### src/rtl/xgmii_tx_arbiter.sv
// xgmii_tx_arbiter: round-robin frame arbiter of two FWFT FIFOs onto a
// registered XGMII TX port. Ports: sys_clk, sys_rst (async, active-high),
// fifoN_dout/fifoN_empty/fifoN_rd_en (N=0,1; word = {txc,txd}),
// xgmii_txd/xgmii_txc (registered), grant (owner of the word on the wire),
// drop_cnt (saturating count of non-start words discarded while idle).
// Optional macro TX_ARB_IFG_EN: two IDLE words of gap after every TERM.
module xgmii_tx_arbiter (
  input  logic        sys_clk,
  input  logic        sys_rst,
  input  logic [71:0] fifo0_dout,
  input  logic        fifo0_empty,
  output logic        fifo0_rd_en,
  input  logic [71:0] fifo1_dout,
  input  logic        fifo1_empty,
  output logic        fifo1_rd_en,
  output logic [63:0] xgmii_txd,
  output logic [7:0]  xgmii_txc,
  output logic [1:0]  grant,
  output logic [15:0] drop_cnt
);

  localparam logic [71:0] IDLE_W = {8'hFF, {8{8'h07}}};
  localparam logic [71:0] ERR_W  = {8'hFF, {8{8'hFE}}};

  typedef enum logic [1:0] {
    S_IDLE,
    S_SEND,
    S_GAP
  } state_t;

  function automatic logic is_start(input logic [71:0] w);
    return w[64] && (w[7:0] == 8'hFB);
  endfunction

  function automatic logic is_term(input logic [71:0] w);
    logic t;
    t = 1'b0;
    for (int k = 0; k < 8; k++)
      if (w[64+k] && (w[8*k +: 8] == 8'hFD))
        t = 1'b1;
    return t;
  endfunction

  state_t      state_q, state_d;
  // Source of the most recent grant; also the owner while in SEND.
  logic        last_q, last_d;
  logic [1:0]  grant_d;
  logic [71:0] tx_d;
  logic [15:0] drop_d;
  logic [16:0] drop_sum;
  logic [1:0]  drops;
  logic        rd0, rd1;
  logic [71:0] head;
  logic        head_empty;
  logic        st0, st1;
  logic        pick0, pick1;
`ifdef TX_ARB_IFG_EN
  logic        gap_q, gap_d;
`endif

  always_comb begin
    state_d    = state_q;
    last_d     = last_q;
    grant_d    = 2'b00;
    tx_d       = IDLE_W;
    drops      = 2'd0;
    rd0        = 1'b0;
    rd1        = 1'b0;
`ifdef TX_ARB_IFG_EN
    gap_d      = 1'b0;
`endif
    head       = last_q ? fifo1_dout : fifo0_dout;
    head_empty = last_q ? fifo1_empty : fifo0_empty;
    st0        = !fifo0_empty && is_start(fifo0_dout);
    st1        = !fifo1_empty && is_start(fifo1_dout);
    pick0      = st0 && (!st1 || last_q);
    pick1      = st1 && (!st0 || !last_q);

    case (state_q)
      S_IDLE: begin
        // Garbage heads are flushed in parallel with arbitration.
        if (!fifo0_empty && !st0) begin
          rd0   = 1'b1;
          drops = drops + 2'd1;
        end
        if (!fifo1_empty && !st1) begin
          rd1   = 1'b1;
          drops = drops + 2'd1;
        end
        unique case (1'b1)
          pick0: begin
            rd0     = 1'b1;
            last_d  = 1'b0;
            grant_d = 2'b01;
            tx_d    = fifo0_dout;
            state_d = S_SEND;
          end
          pick1: begin
            rd1     = 1'b1;
            last_d  = 1'b1;
            grant_d = 2'b10;
            tx_d    = fifo1_dout;
            state_d = S_SEND;
          end
          default: ;
        endcase
      end
      S_SEND: begin
        grant_d = last_q ? 2'b10 : 2'b01;
        if (head_empty) begin
          tx_d = ERR_W;
        end else begin
          if (last_q) rd1 = 1'b1;
          else        rd0 = 1'b1;
          // A fresh START inside a frame marks it corrupted.
          if (is_start(head)) begin
            tx_d = ERR_W;
          end else begin
            tx_d = head;
            if (is_term(head)) begin
`ifdef TX_ARB_IFG_EN
              state_d = S_GAP;
`else
              state_d = S_IDLE;
`endif
            end
          end
        end
      end
`ifdef TX_ARB_IFG_EN
      S_GAP: begin
        gap_d = 1'b1;
        if (gap_q) begin
          gap_d   = 1'b0;
          state_d = S_IDLE;
        end
      end
`endif
      default: state_d = S_IDLE;
    endcase

    drop_sum = {1'b0, drop_cnt} + {15'd0, drops};
    drop_d   = drop_sum[16] ? 16'hFFFF : drop_sum[15:0];

    // No pops may leak out while reset holds the registers.
    if (sys_rst) begin
      rd0 = 1'b0;
      rd1 = 1'b0;
    end
  end

  assign fifo0_rd_en = rd0;
  assign fifo1_rd_en = rd1;

  always_ff @(posedge sys_clk or posedge sys_rst) begin
    if (sys_rst) begin
      state_q   <= S_IDLE;
      last_q    <= 1'b1;
      grant     <= 2'b00;
      xgmii_txd <= IDLE_W[63:0];
      xgmii_txc <= IDLE_W[71:64];
      drop_cnt  <= 16'd0;
`ifdef TX_ARB_IFG_EN
      gap_q     <= 1'b0;
`endif
    end else begin
      state_q   <= state_d;
      last_q    <= last_d;
      grant     <= grant_d;
      xgmii_txd <= tx_d[63:0];
      xgmii_txc <= tx_d[71:64];
      drop_cnt  <= drop_d;
`ifdef TX_ARB_IFG_EN
      gap_q     <= gap_d;
`endif
    end
  end

endmodule

### config.mk
export PLATFORM = sky130hd
export DESIGN_NAME = xgmii_tx_arbiter
export DESIGN_NICKNAME = d
export VERILOG_FILES = /design/src/rtl/xgmii_tx_arbiter.sv
export SDC_FILE = /design/constraint.sdc
export NUM_CORES = 1
export LEC_CHECK = 0
export CORE_ASPECT_RATIO = 0.75
export CORE_UTILIZATION = 40
export CTS_BUF_LIST = sky130_fd_sc_hd__clkbuf_4
export CTS_CLUSTER_DIAMETER = 50
export DETAILED_ROUTE_END_ITERATION = 10
export PLACE_DENSITY_LB_ADDON = 0.25
export SKIP_CTS_REPAIR_TIMING = 1
export SYNTH_ARGS = -nofsm -noshare
export SYNTH_HDL_FRONTEND = slang
export SYNTH_SLANG_ARGS = --single-unit
export TNS_END_PERCENT = 10
### constraint.sdc
create_clock -name sys_clk -period 3.5 [get_ports sys_clk]
set_clock_uncertainty 0.05 [all_clocks]
set_input_delay 0.7 -clock sys_clk [delete_from_list [all_inputs] [get_ports sys_clk]]
set_output_delay 0.7 -clock sys_clk [all_outputs]
set_load 0.05 [all_outputs]
Word-level counts from Yosys, hierarchy flattened

Cells that the tools add are included.

Flip-flop bits (word level): 93
Bits of input ports: 148
Output and inout port bits: 92
Logic and storage cells: 96

Add/sub/neg operators: 2
Equality and inequality tests: 16
Mux-type cells: 43
Reductions and logical operators: 29

Operators by type and width:

| operator                                       | count |
|---|---|
| case mux 72 bit (2 select lines)               | 2 |
| 2-to-1 mux 72 bit                              | 3 |
| == test 8 bit (second input constant)          | 11 |
| 2-to-1 mux 1 bit                               | 23 |
| adder 16 x 2 -> 17 bit                         | 1 |
| logical AND 1 bit                              | 17 |
| 2-to-1 mux 16 bit                              | 1 |
| 2-to-1 mux 2 bit                               | 8 |
| case mux 2 bit (2 select lines)                | 3 |
| inequality test 2 bit (second input constant)  | 4 |
| case mux 1 bit (2 select lines)                | 3 |
| zero test 1 bit                                | 5 |
| AND reduction 4 bit                            | 1 |
| adder 2 x 1 -> 2 bit (second input constant)   | 1 |
| == test 2 x 1 -> 1 bit (second input constant) | 1 |
| zero test 2 bit                                | 1 |
| logical OR 1 bit                               | 2 |
| AND reduction 2 bit                            | 1 |
| nonzero test 2 bit                             | 1 |
| OR reduction 2 bit                             | 1 |

Logic depth before layout (Yosys ltp)

Gate-level depths: netlist of run 1.

Depth in word-level cells: 18
Gate-level depth with buffers: 14
Mapped depth without buffers: 13

Worst setup path after synthesis of run 1

No wires, ideal clock.

Path kind: register to output
From: register last_q
To: output port fifo0_rd_en
Data arrival time: 3.627 ns
Data required time: 2.750 ns
Slack: -0.877 ns
Stages on the path, launching flop included: 6
Buffers on the path: 3
Path through: dfstp_2 clkbuf_1 buf_2 buf_2 nor3b_1 a2111oi_0

Word-level cells in the longest chain between the ends: 5
Elaborated cells on any way between the ends: 8
Those cells by class: mux (6); reduce/logical (2)

RTL lines:

| what                                | RTL line | text |
|---|---|---|
| from (decl)                         | 46       | `logic last_q, last_d;` |
| from (signal assigned)              | 168      | `last_q <= last_d;` |
| logical OR 1 bit                    | 76       | `pick0 = st0 && (!st1 \|\| last_q);` |
| logical AND 1 bit                   | 76       |  |
| 2-to-1 mux 1 bit                    | 90       | `unique case (1'b1)` |
| case mux 1 bit (2 select lines) (*) | 79       | `case (state_q)` |
| 2-to-1 mux 1 bit (*)                | 146      | `if (sys_rst) begin` |
| to (decl)                           | 12       | `output logic fifo0_rd_en,` |

Mark *: on every way between the ends. The rest lies on a longest branch, timed or not.

Worst setup path in the final report of run 1

From: input port fifo1_dout[0]
To: output port fifo0_rd_en

Word-level cells in the longest chain between the ends: 9

RTL lines:

| what                            | RTL line | text |
|---|---|---|
| from (decl)                     | 13       | `input logic [71:0] fifo1_dout,` |
| == test 8 bit                   | 32       | `return w[64] && (w[7:0] == 8'hFB);` |
| logical AND 1 bit               | 32       |  |
| logical AND 1 bit               | 75       | `st1 = !fifo1_empty && is_start(fifo1_dout);` |
| zero test 1 bit                 | 76       |  |
| logical OR 1 bit                | 76       |  |
| logical AND 1 bit               | 76       |  |
| 2-to-1 mux 1 bit                | 90       |  |
| case mux 1 bit (2 select lines) | 79       |  |
| 2-to-1 mux 1 bit                | 146      |  |

Every way passes these cells.

==> results.txt, run 1 <==
IO buf count - 239
RePlAce Congestion - 0.848
tightest hold margin - 0.510 ns
number of clock sinks - 92
number of global-route vias before repair - 5,145
initial core utilization - 0.413
proportion of layout cells with a drive suffix above 1 - 0.228
top_reg_cell synth - dfrtp_1
number of nets still failing antenna checks after routing - 0
Yosys Warn Count - 0
most common cell after layout, fill and taps aside - clkdlybuf4s50_1
setup total negative slack - 0 ns
Register-to-Register Path Depth - 6
post-layout net count - 888
slew at the pin closest to its max-slew limit - 0.945 ns
max-cap violation count - 0
number of instances in the synthesized netlist - 485
worst-case headroom to the max-slew limit - 0.365
detail-routed via count per cell - 5.64
power density normalized to cell area - 375 mW/mm2
DR WL/cell - 20.0 um
htree depth - 3
critical path, cell by cell - clkdlybuf4s50_1 > nand4_2 > buf_4 > nor4_4 > or2b_1 > nor3b_1 > a2111oi_2 > buf_4
total power of the final layout - 0.00310 W
global router's overall resource usage - 0.258
iteration count of the initial detailed-routing pass - 7
Peak Freq - 297 MHz
placed instance area - 0.00809 mm2
pin count of the biggest net entering global routing - 50
power share of the clock group - 0.192
maximum ir drop on the vdd rail - 0.269 mV
overall routed net length - 18,300 um
number of storage elements in the synthesis netlist - 92
First DRT Iteration DRCs - 261
DRC violation count after routing - 0
Worst Slack Setup Final - 0.136 ns
initial antenna violation count - 1
terminus of the critical flop-to-flop path - state_q[0]
critical path startpoint category - input port
leftover overflow at the end of global routing - 0
fraction of the yosys area taken by sequential cells - 0.433
detailed placement HPWL - 13,400 um
total of endpoints with negative setup slack in the final report - 0
count of final max-slew check failures - 0
FP Rows - 36
clock transition time at the flip-flop clock pins of the worst setup and hold paths - 0.14 ns
worst hold path type - register to register
clock tree from TritonCTS - built
async set or reset register ratio after synthesis - 1.00
unrepaired setup endpoints after global routing - false
library cell used as clock root buffer - clkbuf_4
number of I/O pins - 240
Finished Cell Area - 0.00825 mm2
start point of the critical path - fifo1_dout[0]
maximum clock path buffer count - 2
vertical die dimension - 103 um
kind of capture point of the worst setup path - primary output
register-to-register path setup slack - 1.07 ns
synth-to-layout area growth - 52.3%
sequential cell fraction of total power - 0.409
via count - 5,148
Internal Power - 0.00192 W
worst setup path class - input port to primary output
Lkg Pwr - 3.15 nW
netlist area before placement - 0.00542 mm2
total clock buffers created by CTS - 9
number of enable-type register cells in the synthesized netlist - 0
P_sw - 0.00118 W
cell with the most instances on the worst path - buf_4
number of distinct library cells after synthesis - 61
worst reg2reg startpoint - last_q
total die area - 0.0140 mm2
part of the power in combinational logic - 0.399
Critical Path RT - 2.75 ns
mean instance size in the synthesized netlist - 11.2 um2
slowest library cell on the worst path - clkdlybuf4s50_1
data arrival at the endpoint of the critical path - 2.61 ns
wire length of the first global-routing pass - 27,300 um
core area - 0.0131 mm2
crit share post-route - 0.961
result of the run - finished clean
synthesized net count - 637
delay of the slowest cell on the worst path - 0.51 ns
number of hold violations in the final report - 0
final critical-path required period - 3.36 ns
die outline width - 136 um
Critical path destination - fifo0_rd_en
worst-skew pair later-pin latency - 0.43 ns
maximum net fanout on the critical path - 2
worst slack after detailed placement - -0.517 ns
highest-count cells in the layout ignoring fill and taps - clkdlybuf4s50_1, dfrtp_1, mux2i_1, nand2_1, buf_4
switching share of power - 0.381
-- per-layer routing --
layer | part of all wire | track usage | wire length [um] | up-vias
met1 | 0.41 | 0.323 | 7550 | 2518
li1 | - | - | - | 2371
met5 | 0 | 0 | 0 | -
met3 | 0.089 | 0.0821 | 1630 | 23
met2 | 0.48 | 0.432 | 8860 | 236
met4 | 0.015 | 0.0701 | 267 | 0
-- cell usage after synthesis (9+ instances only) --
master | instances | area share
dfrtp_1 | 59 | 0.27
mux2i_1 | 47 | 0.087
nand2_1 | 37 | 0.026
dfstp_2 | 33 | 0.16
a221oi_2 | 29 | 0.080
nor2_1 | 23 | 0.016
a21oi_1 | 21 | 0.019
a21oi_2 | 21 | 0.034
o21ai_0 | 19 | 0.018
nand3_1 | 18 | 0.017
nand4_1 | 15 | 0.017
buf_2 | 13 | 0.012
o22a_1 | 11 | 0.018
o22a_2 | 10 | 0.018
buf_6 | 9 | 0.019
-- registers in the layout, summed over array words and instances, names as in the netlist --
register and flops:
xgmii_txd 64, drop_cnt 16, grant 2, xgmii_txc 8
last_q 1, state_q 1
-- logic make-up after synthesis --
kind of cell,after synthesis,synth area share
simple gates,146,0.155
compound gates,144,0.242
flops,92,0.433
mux,49,0.0917
buf+inv,41,0.0536
xor+xnor,9,0.0146
fa+ha+maj,4,0.0106
-- stage by stage --
step	util	instances
after detailed placement	0.617	896
after floorplan	-	485
after global routing	0.630	913
after global placement	0.617	896
after CTS	0.627	912
final	0.630	913
-- area by class of cell --
type                            instances  area [um2]
Clock inverter                          5        52.6
Antenna cell                            1        2.50
Tap cell                              171         214
Fill cell                            1061        4850
Multi-Input combinational cell        352        2830
Timing Repair Buffer                  277        2710
Clock buffer                           11        82.6
Inverter                                4        17.5
Sequential cell                        92        2350
-- worst min path at each step --
stage	start	to	depth (start not counted)
after detailed placement	drop_cnt[11]	drop_cnt[11]	2
after CTS	drop_cnt[11]	drop_cnt[11]	2
after global routing	drop_cnt[12]	drop_cnt[12]	1
after global placement	drop_cnt[11]	drop_cnt[11]	2
final	drop_cnt[12]	drop_cnt[12]	1
after floorplan	state_q[0]	last_q	3
-- power groups by stage --
stage / clock network [W] / registers [W] / logic (W)
2_1_floorplan: 0 / 0.00164 / 0.000324
3_3_place_gp: 0 / 0.00128 / 0.00121
3_5_place_dp: 0 / 0.00129 / 0.00122
4_1_cts: 0.000622 / 0.00127 / 0.00123
5_1_grt: 0.000659 / 0.00128 / 0.00130
6_report: 0.000593 / 0.00127 / 0.00124
-- worst max-delay path, delay by kind of cell --
family,cells,cell delay [ns]
buffers and inverters,3,0.90
AOI/OAI and AO/OA,1,0.09
and+or+nand+nor,4,0.92
Note: power is estimated with default switching activity, not from simulation.
==> run 2: changes to the inputs <==
--- a/config.mk
+++ b/config.mk
@@ -6,9 +6,10 @@
 export NUM_CORES = 1
 export LEC_CHECK = 0
 export CORE_ASPECT_RATIO = 0.75
-export CORE_UTILIZATION = 40
+export CORE_UTILIZATION = 44
 export CTS_BUF_LIST = sky130_fd_sc_hd__clkbuf_4
 export CTS_CLUSTER_DIAMETER = 50
+export CTS_CLUSTER_SIZE = 8
 export DETAILED_ROUTE_END_ITERATION = 10
 export PLACE_DENSITY_LB_ADDON = 0.25
 export SKIP_CTS_REPAIR_TIMING = 1
==> run 2 against run 1 <==
Critical path depth is the same. Routed wire length shrank 1.4%. Sequential power about the same. Sequential cell count stayed put. Utilization increased by 6.7 points. Final cell count down 1.5%. Non-clock buffer count shrank 4. First-iteration DRC count fell by 30%. Global-route usage is 2.9 points higher. Via count is essentially flat. Hold slack gained 0.019 ns.
==> results.txt, run 2 (synthesis results as in run 1) <==
number of global-route vias before repair - 5,360 (+4.2%)
library cell used as clock root buffer - clkbuf_4
maximum clock path buffer count - 2 (unchanged)
vertical die dimension - 98.1 um (-4.6%)
initial core utilization - 0.460 (+0.0464)
result of the run - finished clean
FF+latch area - 0.00235 mm2 (unchanged)
count of final max-slew check failures - 0 (unchanged)
proportion of layout cells with a drive suffix above 1 - 0.225 (-0.00283)
count of placed standard cells in the final layout, fillers left out - 899 (-1.5%)
pin count of the biggest net entering global routing - 53 (+6.0%)
iteration count of the initial detailed-routing pass - 5 (-2)
sequential cell fraction of total power - 0.409 (about the same)
clock transition time at the flip-flop clock pins of the worst setup and hold paths - 0.15 ns (about the same)
power share of the clock group - 0.195 (+0.003)
wire length of the first global-routing pass - 28,000 um (+2.6%)
slew at the pin closest to its max-slew limit - 0.742 ns (-0.203 ns)
clock tree from TritonCTS - built
crit share post-route - 0.974 (+0.0130)
via count - 5,143 (-0.097%)
P_sw - 0.00121 W (+2.4%)
number of clock sinks - 92 (unchanged)
number of fill cells in the layout - 890 (-16%)
maximum ir drop on the vdd rail - 0.179 mV (-33%)
part of the power in combinational logic - 0.397 (-0.002)
register-to-register path setup slack - 1.01 ns (-0.06 ns)
unrepaired setup endpoints after global routing - false
overall routed net length - 18,000 um (-1.4%)
worst hold path type - register to register
biggest regs - xgmii_txd x64, drop_cnt x16, xgmii_txc x8
area of the multi-input gates - 0.00282 mm2 (-0.31%)
IO buf count - 239 (unchanged)
delay of the slowest cell on the worst path - 0.51 ns (about the same)
n_diodes - 0 (-1)
worst setup path class - input port to primary output
post-layout net count - 884 (-0.45%)
Critical Path RT - 2.75 ns (about the same)
worst-case headroom to the max-slew limit - 0.505 (+0.140)
maximum net fanout on the critical path - 2 (unchanged)
flip-flop count of the largest register after layout - 64 (unchanged)
total clock buffers created by CTS - 9 (unchanged)
register with the highest flop count - xgmii_txd
kind of capture point of the worst setup path - primary output
Worst Slack Setup Final - 0.0910 ns (-0.0455 ns)
Internal Power - 0.00190 W (-0.77%)
switching share of power - 0.388 (+0.00749)
detail-routed via count per cell - 5.72 (+1.5%)
most common cell after layout, fill and taps aside - clkdlybuf4s50_1
Peak Freq - 293 MHz (-1.3%)
core area - 0.0118 mm2 (-10%)
placed instance area - 0.00805 mm2 (-0.51%)
number of nets still failing antenna checks after routing - 0 (unchanged)
cell with the most instances on the worst path - buf_4
max-cap violation count - 0 (unchanged)
power density normalized to cell area - 379 mW/mm2 (+1.0%)
DR WL/cell - 20.1 um (about the same)
FP Rows - 34 (-5.6%)
initial antenna violation count - 0 (-1)
final critical-path required period - 3.41 ns (+0.0455 ns)
First DRT Iteration DRCs - 182 (-30%)
leftover overflow at the end of global routing - 0 (unchanged)
detailed placement HPWL - 13,100 um (-2.0%)
worst-skew pair later-pin latency - 0.45 ns (+0.02 ns)
RePlAce Congestion - 0.823 (-2.9%)
Lkg Pwr - 3.12 nW (-0.81%)
Finished Cell Area - 0.00821 mm2 (-0.55%)
critical path, cell by cell - clkdlybuf4s50_1 > nand4_2 > buf_4 > nor4_4 > or2b_1 > nor3b_1 > a2111oi_2 > buf_4
worst slack after detailed placement - -0.458 ns (+0.0583 ns)
number of cells after detailed placement - 883 (-1.5%)
global router's overall resource usage - 0.287 (+0.0286)
htree depth - 3 (unchanged)
DRC violation count after routing - 0 (unchanged)
number of I/O pins - 240 (unchanged)
number of hold violations in the final report - 0 (unchanged)
total die area - 0.0128 mm2 (-8.9%)
total power of the final layout - 0.00311 W (+0.44%)
highest-count cells in the layout ignoring fill and taps - clkdlybuf4s50_1, dfrtp_1, mux2i_1, nand2_1, buf_4
slowest library cell on the worst path - clkdlybuf4s50_1
die outline width - 130 um (-4.6%)
total of endpoints with negative setup slack in the final report - 0 (unchanged)
data arrival at the endpoint of the critical path - 2.66 ns (+0.05 ns)
synth-to-layout area growth - 51.5%
critical path startpoint category - input port
-- run 2: cell types whose count changed in the layout (fill, tap and decap cells not counted), sizes merged --
cell and delta:
inv +1, diode -1, clkbuf -2, buf -4, clkinvlp +1
-- run 2: power by group through the flow --
stage / clock, W / sequential, W / combinational, W
2_1_floorplan: 0 / 0.00164 / 0.000324
3_3_place_gp: 0 / 0.00128 / 0.00120
3_5_place_dp: 0 / 0.00129 / 0.00122
4_1_cts: 0.000630 / 0.00127 / 0.00122
5_1_grt: 0.000666 / 0.00128 / 0.00129
6_report: 0.000605 / 0.00127 / 0.00123
-- run 2: critical path, delay by kind of cell --
family	cells	cell delay, ns
AO/OA/AOI/OAI	1	0.09
buffers and inverters	3	0.90
AND/OR/NAND/NOR	4	0.97
-- run 2: per-stage QoR --
step,utilization,setup TNS (ns),hold WS [ns]
finish,0.697,0,0.529
global route,0.697,0,0.558
CTS,0.695,0,0.532
detailed placement,0.683,-6.30,0.499
global placement,0.683,-5.81,0.487
floorplan,-,0,0.601
-- run 2: metal layers --
metal / up-vias / wire length [um] / GRT usage
li1: 2359 / - / -
met1: 2543 / 7850 / 0.373
met2: 218 / 8540 / 0.472
met3: 23 / 1400 / 0.0729
met4: 0 / 251 / 0.0787
met5: - / 0 / 0
-- run 2: path summary, 6_finish.rpt --
| path | startpoint | to | depth (start not counted) |
|---|---|---|---|
| max | fifo1_dout[0] | fifo0_rd_en | 8 |
| min | drop_cnt[11] | drop_cnt[11] | 2 |
| max reg2reg | state_q[0] | xgmii_txd[50] | 4 |
| min reg2reg | drop_cnt[11] | drop_cnt[11] | 2 |
| max in group asynchronous | sys_rst | xgmii_txd[32] | 3 |
| min in group asynchronous | sys_rst | xgmii_txd[3] | 2 |
-- run 2: cell type report --
class                   count  share of cell area
clock buffers               9             0.00823
clock inverters             7             0.00915
well taps                 162              0.0247
multi-input cells         352               0.343
flip-flops and latches     92               0.286
inverters                   4             0.00213
repair buffers            273               0.327
